**src/rtl/alu_acc_seq.sv**
```systemverilog
// Registered add/sub/logic ALU with accumulator, status flags and valid/ready request handshake.
// Optional shift-add multiplier (op 111) is built only when ALU_ACC_SEQ_MUL_EN is defined.
module alu_acc_seq #(
  parameter int unsigned WIDTH = 8
) (
  input  logic             clk,
  input  logic             rst,
  input  logic             in_valid,
  output logic             in_ready,
  input  logic [WIDTH-1:0] A,
  input  logic [WIDTH-1:0] B,
  input  logic [2:0]       op,
  input  logic             E,
  output logic [WIDTH-1:0] W,
  output logic             out_valid,
  output logic [WIDTH-1:0] acc,
  output logic             carry,
  output logic             zero,
  output logic             ovf
);

  typedef enum logic [2:0] {
    OP_ADD     = 3'b000,
    OP_SUB     = 3'b001,
    OP_AND     = 3'b010,
    OP_OR      = 3'b011,
    OP_XOR     = 3'b100,
    OP_ACC_ADD = 3'b101,
    OP_ACC_CLR = 3'b110,
    OP_MUL     = 3'b111
  } op_e;

  typedef enum logic {IDLE, BUSY} state_e;

  state_e           state;
  op_e              opc;
  logic [WIDTH:0]   sum_ab, diff_ab, sum_acc;
  logic [WIDTH-1:0] res, acc_nxt;
  logic             res_c, res_v;

  assign opc      = op_e'(op);
  assign in_ready = (state == IDLE);
  assign sum_ab   = {1'b0, A} + {1'b0, B};
  assign diff_ab  = {1'b0, A} - {1'b0, B};
  assign sum_acc  = {1'b0, acc} + {1'b0, A};

  // Single-cycle result; E=0 and the multiplier-less op 111 fall through to zeros.
  always_comb begin
    res     = '0;
    res_c   = 1'b0;
    res_v   = 1'b0;
    acc_nxt = acc;
    if (E) begin
      case (opc)
        OP_ADD: begin
          res   = sum_ab[WIDTH-1:0];
          res_c = sum_ab[WIDTH];
          res_v = (A[WIDTH-1] == B[WIDTH-1]) && (sum_ab[WIDTH-1] != A[WIDTH-1]);
        end
        OP_SUB: begin
          res   = diff_ab[WIDTH-1:0];
          res_c = diff_ab[WIDTH];
          res_v = (A[WIDTH-1] != B[WIDTH-1]) && (diff_ab[WIDTH-1] != A[WIDTH-1]);
        end
        OP_AND: res = A & B;
        OP_OR:  res = A | B;
        OP_XOR: res = A ^ B;
        OP_ACC_ADD: begin
          acc_nxt = sum_acc[WIDTH-1:0];
          res     = sum_acc[WIDTH-1:0];
          res_c   = sum_acc[WIDTH];
          res_v   = (acc[WIDTH-1] == A[WIDTH-1]) && (sum_acc[WIDTH-1] != acc[WIDTH-1]);
        end
        OP_ACC_CLR: acc_nxt = '0;
        default: ;
      endcase
    end
  end

`ifdef ALU_ACC_SEQ_MUL_EN
  localparam int unsigned CW = $clog2(WIDTH);

  logic [2*WIDTH-1:0] prod, prod_nxt;
  logic [WIDTH-1:0]   mcand;
  logic [WIDTH:0]     step;
  logic [CW-1:0]      cnt;

  // Right-shifting product: the low half starts as the multiplier and is consumed LSB-first.
  always_comb begin
    step     = {1'b0, prod[2*WIDTH-1:WIDTH]} + (prod[0] ? {1'b0, mcand} : '0);
    prod_nxt = {step, prod[WIDTH-1:1]};
  end
`endif

  always_ff @(posedge clk) begin
    if (rst) begin
      state     <= IDLE;
      W         <= '0;
      acc       <= '0;
      carry     <= 1'b0;
      ovf       <= 1'b0;
      zero      <= 1'b1;
      out_valid <= 1'b0;
`ifdef ALU_ACC_SEQ_MUL_EN
      prod      <= '0;
      mcand     <= '0;
      cnt       <= '0;
`endif
    end else begin
      out_valid <= 1'b0;
      case (state)
        IDLE: begin
          if (in_valid) begin
`ifdef ALU_ACC_SEQ_MUL_EN
            if (E && opc == OP_MUL) begin
              state <= BUSY;
              prod  <= {{WIDTH{1'b0}}, B};
              mcand <= A;
              cnt   <= '0;
            end else
`endif
            begin
              W         <= res;
              carry     <= res_c;
              ovf       <= res_v;
              zero      <= (res == '0);
              acc       <= acc_nxt;
              out_valid <= 1'b1;
            end
          end
        end
`ifdef ALU_ACC_SEQ_MUL_EN
        BUSY: begin
          prod <= prod_nxt;
          cnt  <= cnt + 1'b1;
          if (cnt == CW'(WIDTH - 1)) begin
            state     <= IDLE;
            W         <= prod_nxt[WIDTH-1:0];
            carry     <= |prod_nxt[2*WIDTH-1:WIDTH];
            ovf       <= 1'b0;
            zero      <= (prod_nxt[WIDTH-1:0] == '0);
            out_valid <= 1'b1;
          end
        end
`endif
        default: state <= IDLE;
      endcase
    end
  end

endmodule

```
**config.mk**
```make
export PLATFORM = sky130hd
export DESIGN_NAME = alu_acc_seq
export DESIGN_NICKNAME = d
export VERILOG_FILES = /design/src/rtl/alu_acc_seq.sv
export SDC_FILE = /design/constraint.sdc
export NUM_CORES = 1
export LEC_CHECK = 0
export ABC_AREA = 1
export CAP_MARGIN = 20
export CORE_MARGIN = 1.5
export CORE_UTILIZATION = 59
export DETAILED_ROUTE_END_ITERATION = 6
export PLACE_DENSITY_LB_ADDON = 0.15
export SLEW_MARGIN = 20
export SYNTH_ARGS = -nofsm -noshare
export SYNTH_HDL_FRONTEND = slang
export SYNTH_SLANG_ARGS = --single-unit
```
**constraint.sdc**
```tcl
create_clock -name clk -period 5.4 [get_ports clk]
set_input_delay 1.62 -clock clk [delete_from_list [all_inputs] [get_ports clk]]
set_output_delay 1.62 -clock clk [all_outputs]
set_load 0.02 [all_outputs]
```
Word-level counts from Yosys, hierarchy flattened
Index checks and enable logic that the tools add are counted.

Register bits after elaboration: 20. Output and inout bits: 21. Word-level logic and storage cells: 39.

Add/sub/neg operators: 3. Eq/ne operators: 12. Mux-type cells: 8. Bitwise operators: 3. Reductions and logical operators: 7.

Operators with widths (number): $pmux 8 s6 (1); $add 8x8->9 (2); $pmux 8 s2 (1); $eq 3x3->1 const B (3); $sub 8x8->9 (1); $and 8x8->8 (1); $logic_not 8->1 (1); $mux 8 (1); $or 8x8->8 (1); $xor 8x8->8 (1); $eq 3x2->1 const B (2); $pmux 1 s3 (2); $ne 1x1->1 (4); $eq 3x1->1 const B (1); $logic_and 1x1->1 (3); $logic_not 3->1 (1); $mux 1 (3); $reduce_and 3->1 (1); $eq 1x1->1 (2); $reduce_bool 2->1 (1).

Depth between registers and ports, before layout
Gate-level depths: netlist (run 1).

Depth in word-level cells: 5. Mapped depth: 17.

Worst setup path after synthesis (run 1)
OpenSTA, ideal clock, no wires.

Kind: input-to-reg. Start point: in A[0]. End point: reg zero. Setup time: 58 ps. Arrival time: 3068 ps. Required time: 5342 ps. Setup slack: 2273 ps. Cell stages on the path: 13. Buffers on the path: 0. Cells stage by stage: ha_1 -> fa_1 -> nand2_1 -> nand3_1 -> nand3_1 -> nand3_1 -> nand3_1 -> nand2_1 -> o21ai_1 -> nand2_1 -> inv_1 -> nand2_1 -> nand2_1.

Word-level cells in the longest chain between the ends: 4. Elaborated cells on any way between the ends: 9.

RTL lines: from (decl) (line 10) `input logic [WIDTH-1:0] A,`; $add 8x8->9, or another cell as far along (line 45) `assign sum_acc = {1'b0, acc} + {1'b0, A};`; $pmux 8 s6 * (line 54) `case (opc)`; $mux 8 * (line 53) `if (E) begin`; $logic_not 8->1 * (line 126) `zero <= (res == '0);`; to (signal assigned) (line 126); to (decl) (line 18) `output logic zero,`.

Mark *: on every way between the ends. The rest lies on a longest branch, timed or not. A chain may end at the register's enable or synchronous reset.

Final worst setup path (run 1)
Start point: in A[1]. End point: reg zero.

The elaborated chain is that of the path after synthesis.

==> results of run 1 <==
[synth_stat cells]
master / number / area (µm²)
ha_1: 34 / 425
buf_6: 5 / 56.3
nor3_1: 2 / 10.0
a21oi_2: 3 / 26.3
o21ai_0: 13 / 65.1
o22ai_1: 1 / 6.26
conb_1: 1 / 3.75
buf_4: 4 / 30.0
o21bai_1: 1 / 7.51
o221ai_1: 1 / 8.76
nand3_2: 1 / 10.0
nand3b_1: 4 / 30.0
inv_1: 61 / 229
and2_1: 1 / 6.26
inv_4: 2 / 12.5
xor2_1: 1 / 8.76
nand2_2: 3 / 18.8
a211oi_1: 1 / 7.51
nor2_2: 4 / 25.0
nand3_4: 2 / 35.0
nand4_1: 9 / 56.3
nand2_1: 119 / 447
nor2_1: 26 / 97.6
clkbuf_1: 2 / 7.51
nor2_4: 1 / 11.3
a21oi_1: 31 / 155
o21ai_1: 3 / 15.0
dfxtp_1: 20 / 400
fa_1: 3 / 60.1
inv_2: 7 / 26.3
nand3_1: 63 / 315
[power by group]
part	total, W	switching, W	internal, W	leakage, nW
combinational	0.000197	0.000122	0.0000744	1.37
sequential	0.000157	0.00000333	0.000153	0.163
clock	0.000156	0.0000565	0.0000990	0.0357
[cell type report]
class / count / area, µm² / share of cell area
multi-input cells: 328 / 1850 / 0.602
repair buffers: 42 / 420 / 0.137
flip-flops and latches: 20 / 400 / 0.130
inverters: 70 / 268 / 0.0870
well taps: 52 / 65.1 / 0.0211
clock buffers: 3 / 41.3 / 0.0134
clock inverters: 1 / 30.0 / 0.00976
[tightest hold or removal path, stage by stage, from the launching register on]
cell     delay [ps]
dfxtp_1         330
nand2_1          70
a21oi_1          50
[sequential cells by signal (all words and copies together), names as in the netlist]
| signal | flops |
|---|---|
| carry | 1 |
| W | 8 |
| zero | 1 |
| acc | 8 |
| out_valid | 1 |
| ovf | 1 |
[how the worst max path moves through the flow]
stage | depth (start not counted) | to | slack (ps) | start
CTS | 13 | zero$_SDFFE_PP1P_ | 1710 | A[1]
global placement | 13 | zero$_SDFFE_PP1P_ | 1470 | A[1]
global route | 13 | zero$_SDFFE_PP1P_ | 1470 | A[1]
detailed placement | 13 | zero$_SDFFE_PP1P_ | 1440 | A[1]
floorplan | 13 | zero$_SDFFE_PP1P_ | 2270 | A[0]
finish | 13 | zero$_SDFFE_PP1P_ | 1680 | A[1]
[per-layer routing]
metal	GRT usage	share of wire	up-vias
met3	0.0407	0.066	22
met2	0.549	0.48	134
met4	0.0697	0.024	0
met1	0.385	0.43	1304
met5	0	0	-
li1	-	-	1447
[cell families after synthesis]
kind of cell	after synthesis	share of synthesized area
simple gates	235	0.406
compound gates	54	0.112
other cells	1	0.00143
fa+ha+maj	37	0.186
xor+xnor	1	0.00335
flops	20	0.153
buf+inv	81	0.138
[stage by stage]
stage	utilization	power, W	std cells	setup WS (ps)
floorplan	-	0.000296	429	2270
global placement	0.700	0.000350	512	1470
detailed placement	0.700	0.000353	512	1440
CTS	0.716	0.000507	516	1710
global route	0.716	0.000539	516	1470
finish	0.716	0.000509	516	1680
==> metrics.txt, run 1 <==
status=finished, final reports clean; top fanout value on the critical path=7; clock slew at reported path FFs=90 ps; Num Clock Sinks=20; sink of the worst hold path=acc[6]$_SDFFE_PP0P_; fin. max-slew vios=0; maximum VDD drop=0.116 mV; post-CTS sizing=0; R2R depth=13; Worst Setup End Kind=flop; post-DP HPWL=5820 µm; fillers=411; HP Class=reg2reg; highest-delay cell along the critical path=clkdlybuf4s50_1; core box area=4290 µm²; CP most frequent cell=nand2_1; CTS H-tree depth=1; Yosys warnings=0; Pleak=1.57 nW; largest net degree at the start of global routing=15; final-report hold violation count=0; Std-Cell Rows=24; die area=4840 µm²; drt drc=0; # hold bufs at CTS=0; CP Data Arrival Time=3940 ps; Area after DPL=3010 µm²; grt ovf=0; Worst Path Required=5610 ps; Skew-Pair Late Insertion Delay=260 ps; Hold Path Origin=acc[6]$_SDFFE_PP0P_; Max clock buf depth=2; Worst-Margin Slew=583 ps; Iteration-0 DRC Markers=268; # port buffers=42; Hold Path Depth=2; Area Growth Syn to Fin=17.7%; Num CTS Buffers=3; I/O Pins=44; Final setup viols=0; die width=69.6 µm; most frequent cells in the layout=nand2_1, nand3_1, inv_1; Finished Cell Area=3080 µm²; Slew HR=0.610; number of global-route vias before repair=2738; Total GRT Usage=0.305; GP Congestion=0.997; max incr delay on CP=630 ps; share of the yosys chip area belonging to registers=0.153; hold slack=490 ps; RSZ-0062 raised after global routing=false; reg-to-reg startpoint=acc[0]$_SDFFE_PP0P_; TritonCTS clock tree=done; pwr dens=165 nW/µm²; wire length per cell=13.7 µm; syn nets=489; DRT Pass-1 Iters=5; Worst Setup Start Kind=input pin; # diodes=0; syn avg cell area=6.09 µm²; final layout net count=525; drt total wl=7080 µm; Syn Inst Count=429; CP Class=in2reg; Peak Freq=269 MHz; via density per instance=5.63; crit path buf inv count=2; critical path, cell by cell=clkdlybuf4s50_1 -> fa_1 -> nand2_1 -> nand3_1 -> nand3_1 -> nand3_1 -> nand3_1 -> nand2_1 -> o21ai_1 -> nand2_1 -> inv_1 -> nand2_1 -> nand2_1; Antenna Nets Post-Route=0; CP top delay family=simple AND/OR/NAND/NOR gates; DR vias=2907; leading cell type in the layout, fill and taps excluded=nand2_1; Worst R2R End=zero$_SDFFE_PP1P_; root buf cell=clkbuf_8; first-pass GRT wire length=12100 µm; setup bufs post-CTS=0; R2R setup slack=3250 ps; Initial Util=0.609; Setup TNS Final=0 ps; Mapped Area=2610 µm²; Die Y-Extent=69.6 µm; min Tclk post-route=3720 ps; max-cap check violation count=0; synthesized flop and latch total=20; initial antenna violation count=0; clock skew=4.23 ps; Synth cell types=31; layout cells sized above 1=0.0582; Final Cycle Share=0.689
No activity file was read; power rests on OpenSTA's default activity.
==> inputs of run 2 (changes only) <==
--- a/config.mk
+++ b/config.mk
@@ -8,7 +8,7 @@
 export ABC_AREA = 1
 export CAP_MARGIN = 20
 export CORE_MARGIN = 1.5
-export CORE_UTILIZATION = 59
+export CORE_UTILIZATION = 55
 export DETAILED_ROUTE_END_ITERATION = 6
 export PLACE_DENSITY_LB_ADDON = 0.15
 export SLEW_MARGIN = 20
==> constraint.sdc (replaced) <==
create_clock -name clk -period 3.6 [get_ports clk]
set_input_delay 1.08 -clock clk [delete_from_list [all_inputs] [get_ports clk]]
set_output_delay 1.08 -clock clk [all_outputs]
set_load 0.02 [all_outputs]
==> run 2 against run 1 <==
  * Routed wire length up 1.9%
  * Sequential power up 50%
  * Critical path depth unchanged
  * Clock skew down 2.4 ps
  * Sequential share of layout area down 0.19 points
  * Utilization down 1.9 points
  * Global-route usage down 1.8 points
  * Total power up 51%
  * Non-clock buffer count up 6
  * Setup slack worse by 1200 ps
  * Combinational power up 52%
  * Critical endpoint unchanged
  * Highest routed layer unchanged
==> metrics.txt, run 2 (synthesized netlist as in run 1, its figures left out) <==
RSZ-0062 raised after global routing=false; core box area=4470 µm² (+4.2%); Worst Path Required=3810 ps (-1800 ps); Finished Cell Area=3120 µm² (+1.5%); # diodes=0 (unchanged); Peak Freq=320 MHz; # hold bufs at CTS=0 (unchanged); Final setup viols=0 (unchanged); max incr delay on CP=610 ps (-20 ps); Worst R2R End=zero$_SDFFE_PP1P_; CP Class=in2reg; Hold Path Origin=carry$_SDFFE_PP0P_; pwr dens=246 nW/µm² (+49%); largest registers=W x8, acc x8; min Tclk post-route=3120 ps; initial antenna violation count=0 (unchanged); die area=5170 µm² (+6.9%); drt total wl=7210 µm (+1.9%); # port buffers=42 (unchanged); maximum VDD drop=0.201 mV (+74%); via density per instance=5.54 (-1.6%); TritonCTS clock tree=done; final layout net count=531 (+1.1%); R2R depth=13 (unchanged); Worst-Margin Slew=534 ps (-48.3 ps); NetSw=0.000273 W (+50%); Initial Util=0.584 (-0.0245); wire length per cell=13.8 µm (+0.68%); Num CTS Buffers=3 (unchanged); final-report hold violation count=0 (unchanged); Area after DPL=3050 µm² (+1.5%); Skew-Pair Late Insertion Delay=270 ps (about the same); clock share of power=0.301 (-0.005); clock skew=1.85 ps (-2.38 ps); Worst setup startpoint=A[1]; post-DP HPWL=5830 µm (+0.23%); R2R setup slack=1480 ps (-1770 ps); DRT Pass-1 Iters=6 (+1); logic gate share of total power=0.392 (+0.005); drt drc=0 (unchanged); root buf cell=clkbuf_8; Die Y-Extent=71.9 µm (+3.4%); CP most frequent cell=nand2_1; Worst Setup Start Kind=input pin; max-cap check violation count=0 (unchanged); HP Class=reg2reg; layout cells sized above 1=0.0702 (+0.0120); fin. max-slew vios=0 (unchanged); switch share=0.356 (-0.00195); leading cell type in the layout, fill and taps excluded=nand2_1; CTS H-tree depth=1 (unchanged); most frequent cells in the layout=nand2_1, nand3_1, inv_1; largest net degree at the start of global routing=15 (unchanged); number of global-route vias before repair=2660 (-2.8%); setup ws final=479 ps (-1200 ps); Setup TNS Final=0 ps (unchanged); CP Data Arrival Time=3330 ps (-610 ps); I/O Pins=44 (unchanged); critical path, cell by cell=clkdlybuf4s50_1 -> fa_1 -> nand2_1 -> nand3_1 -> nand3_1 -> nand3_1 -> nand3_1 -> nand2_1 -> o21ai_1 -> nand2_1 -> inv_1 -> nand2_1 -> nand2_1; setup bufs post-CTS=0 (unchanged); Pleak=1.60 nW (+1.8%); reg-to-reg startpoint=acc[0]$_SDFFE_PP0P_; DR vias=2894 (-0.45%); Pint=0.000494 W (+51%); Antenna Nets Post-Route=0 (unchanged); first-pass GRT wire length=11800 µm (-2.6%); Pwr Total=0.000767 W (+51%); die width=71.9 µm (+3.4%); Flop pwr share=0.307 (about the same); Critical Path Sink=zero$_SDFFE_PP1P_; Setup WS pre-CTS=242 ps (-1200 ps); GP Congestion=0.898 (-9.9%); Worst Setup End Kind=flop; status=finished, final reports clean; Total GRT Usage=0.287 (-0.0178); Std-Cell Rows=24 (unchanged); Area Growth Syn to Fin=19.4%; Num Clock Sinks=20 (unchanged); highest-delay cell along the critical path=clkdlybuf4s50_1; Slew HR=0.643 (+0.0323); post-CTS sizing=0 (unchanged); Iteration-0 DRC Markers=216 (-19%); grt ovf=0 (unchanged); clock slew at reported path FFs=80 ps (about the same); top fanout value on the critical path=7 (unchanged); Final Cycle Share=0.867; Max clock buf depth=2 (unchanged)
## run 2: changes by cell type in the layout (fill, tap and decap cells not counted), sizes merged
cell and change:
buf +6
## run 2: routing by layer
| metal | track usage | wire [µm] |
|---|---|---|
| met3 | 0.0347 | 514 |
| met2 | 0.500 | 3360 |
| met5 | 0 | 0 |
| met1 | 0.381 | 3190 |
| met4 | 0.0671 | 141 |
## run 2: stage by stage
stage / cells / hold slack, ps / util
after floorplan: 429 / 542 / -
after global placement: 518 / 454 / 0.682
after detailed placement: 518 / 468 / 0.682
after CTS: 522 / 481 / 0.698
after global routing: 522 / 499 / 0.698
final: 522 / 478 / 0.698
## run 2: layout make-up
| type | instances | area, µm² |
|---|---|---|
| inverters | 70 | 268 |
| repair buffers | 48 | 465 |
| well taps | 52 | 65.1 |
| multi-input cells | 328 | 1850 |
| clock buffers | 3 | 41.3 |
| flip-flops and latches | 20 | 400 |
| fillers | 404 | 1350 |
| clock inverters | 1 | 30.0 |
## run 2: how the worst min path moves through the flow
| stage | to | depth (start not counted) | slack [ps] |
|---|---|---|---|
| detailed placement | carry$_SDFFE_PP0P_ | 2 | 470 |
| global route | carry$_SDFFE_PP0P_ | 2 | 500 |
| finish | carry$_SDFFE_PP0P_ | 2 | 480 |
| floorplan | carry$_SDFFE_PP0P_ | 2 | 540 |
| CTS | carry$_SDFFE_PP0P_ | 2 | 480 |
| global placement | ovf$_SDFFE_PP0P_ | 2 | 450 |
## run 2: power by group through the flow
stage / combinational, W / sequential, W / clock, W
after floorplan: 0.000194 / 0.000250 / 0
after global placement: 0.000290 / 0.000240 / 0
after detailed placement: 0.000294 / 0.000240 / 0
after CTS: 0.000296 / 0.000235 / 0.000234
after global routing: 0.000334 / 0.000236 / 0.000241
final: 0.000300 / 0.000235 / 0.000231
## run 2: critical path: cells and delay by family
kind	cells	cell delay [ps]
and+or+nand+nor	9	850
buffers and inverters	2	670
adders and majority gates	1	550
AOI/OAI and AO/OA	1	170
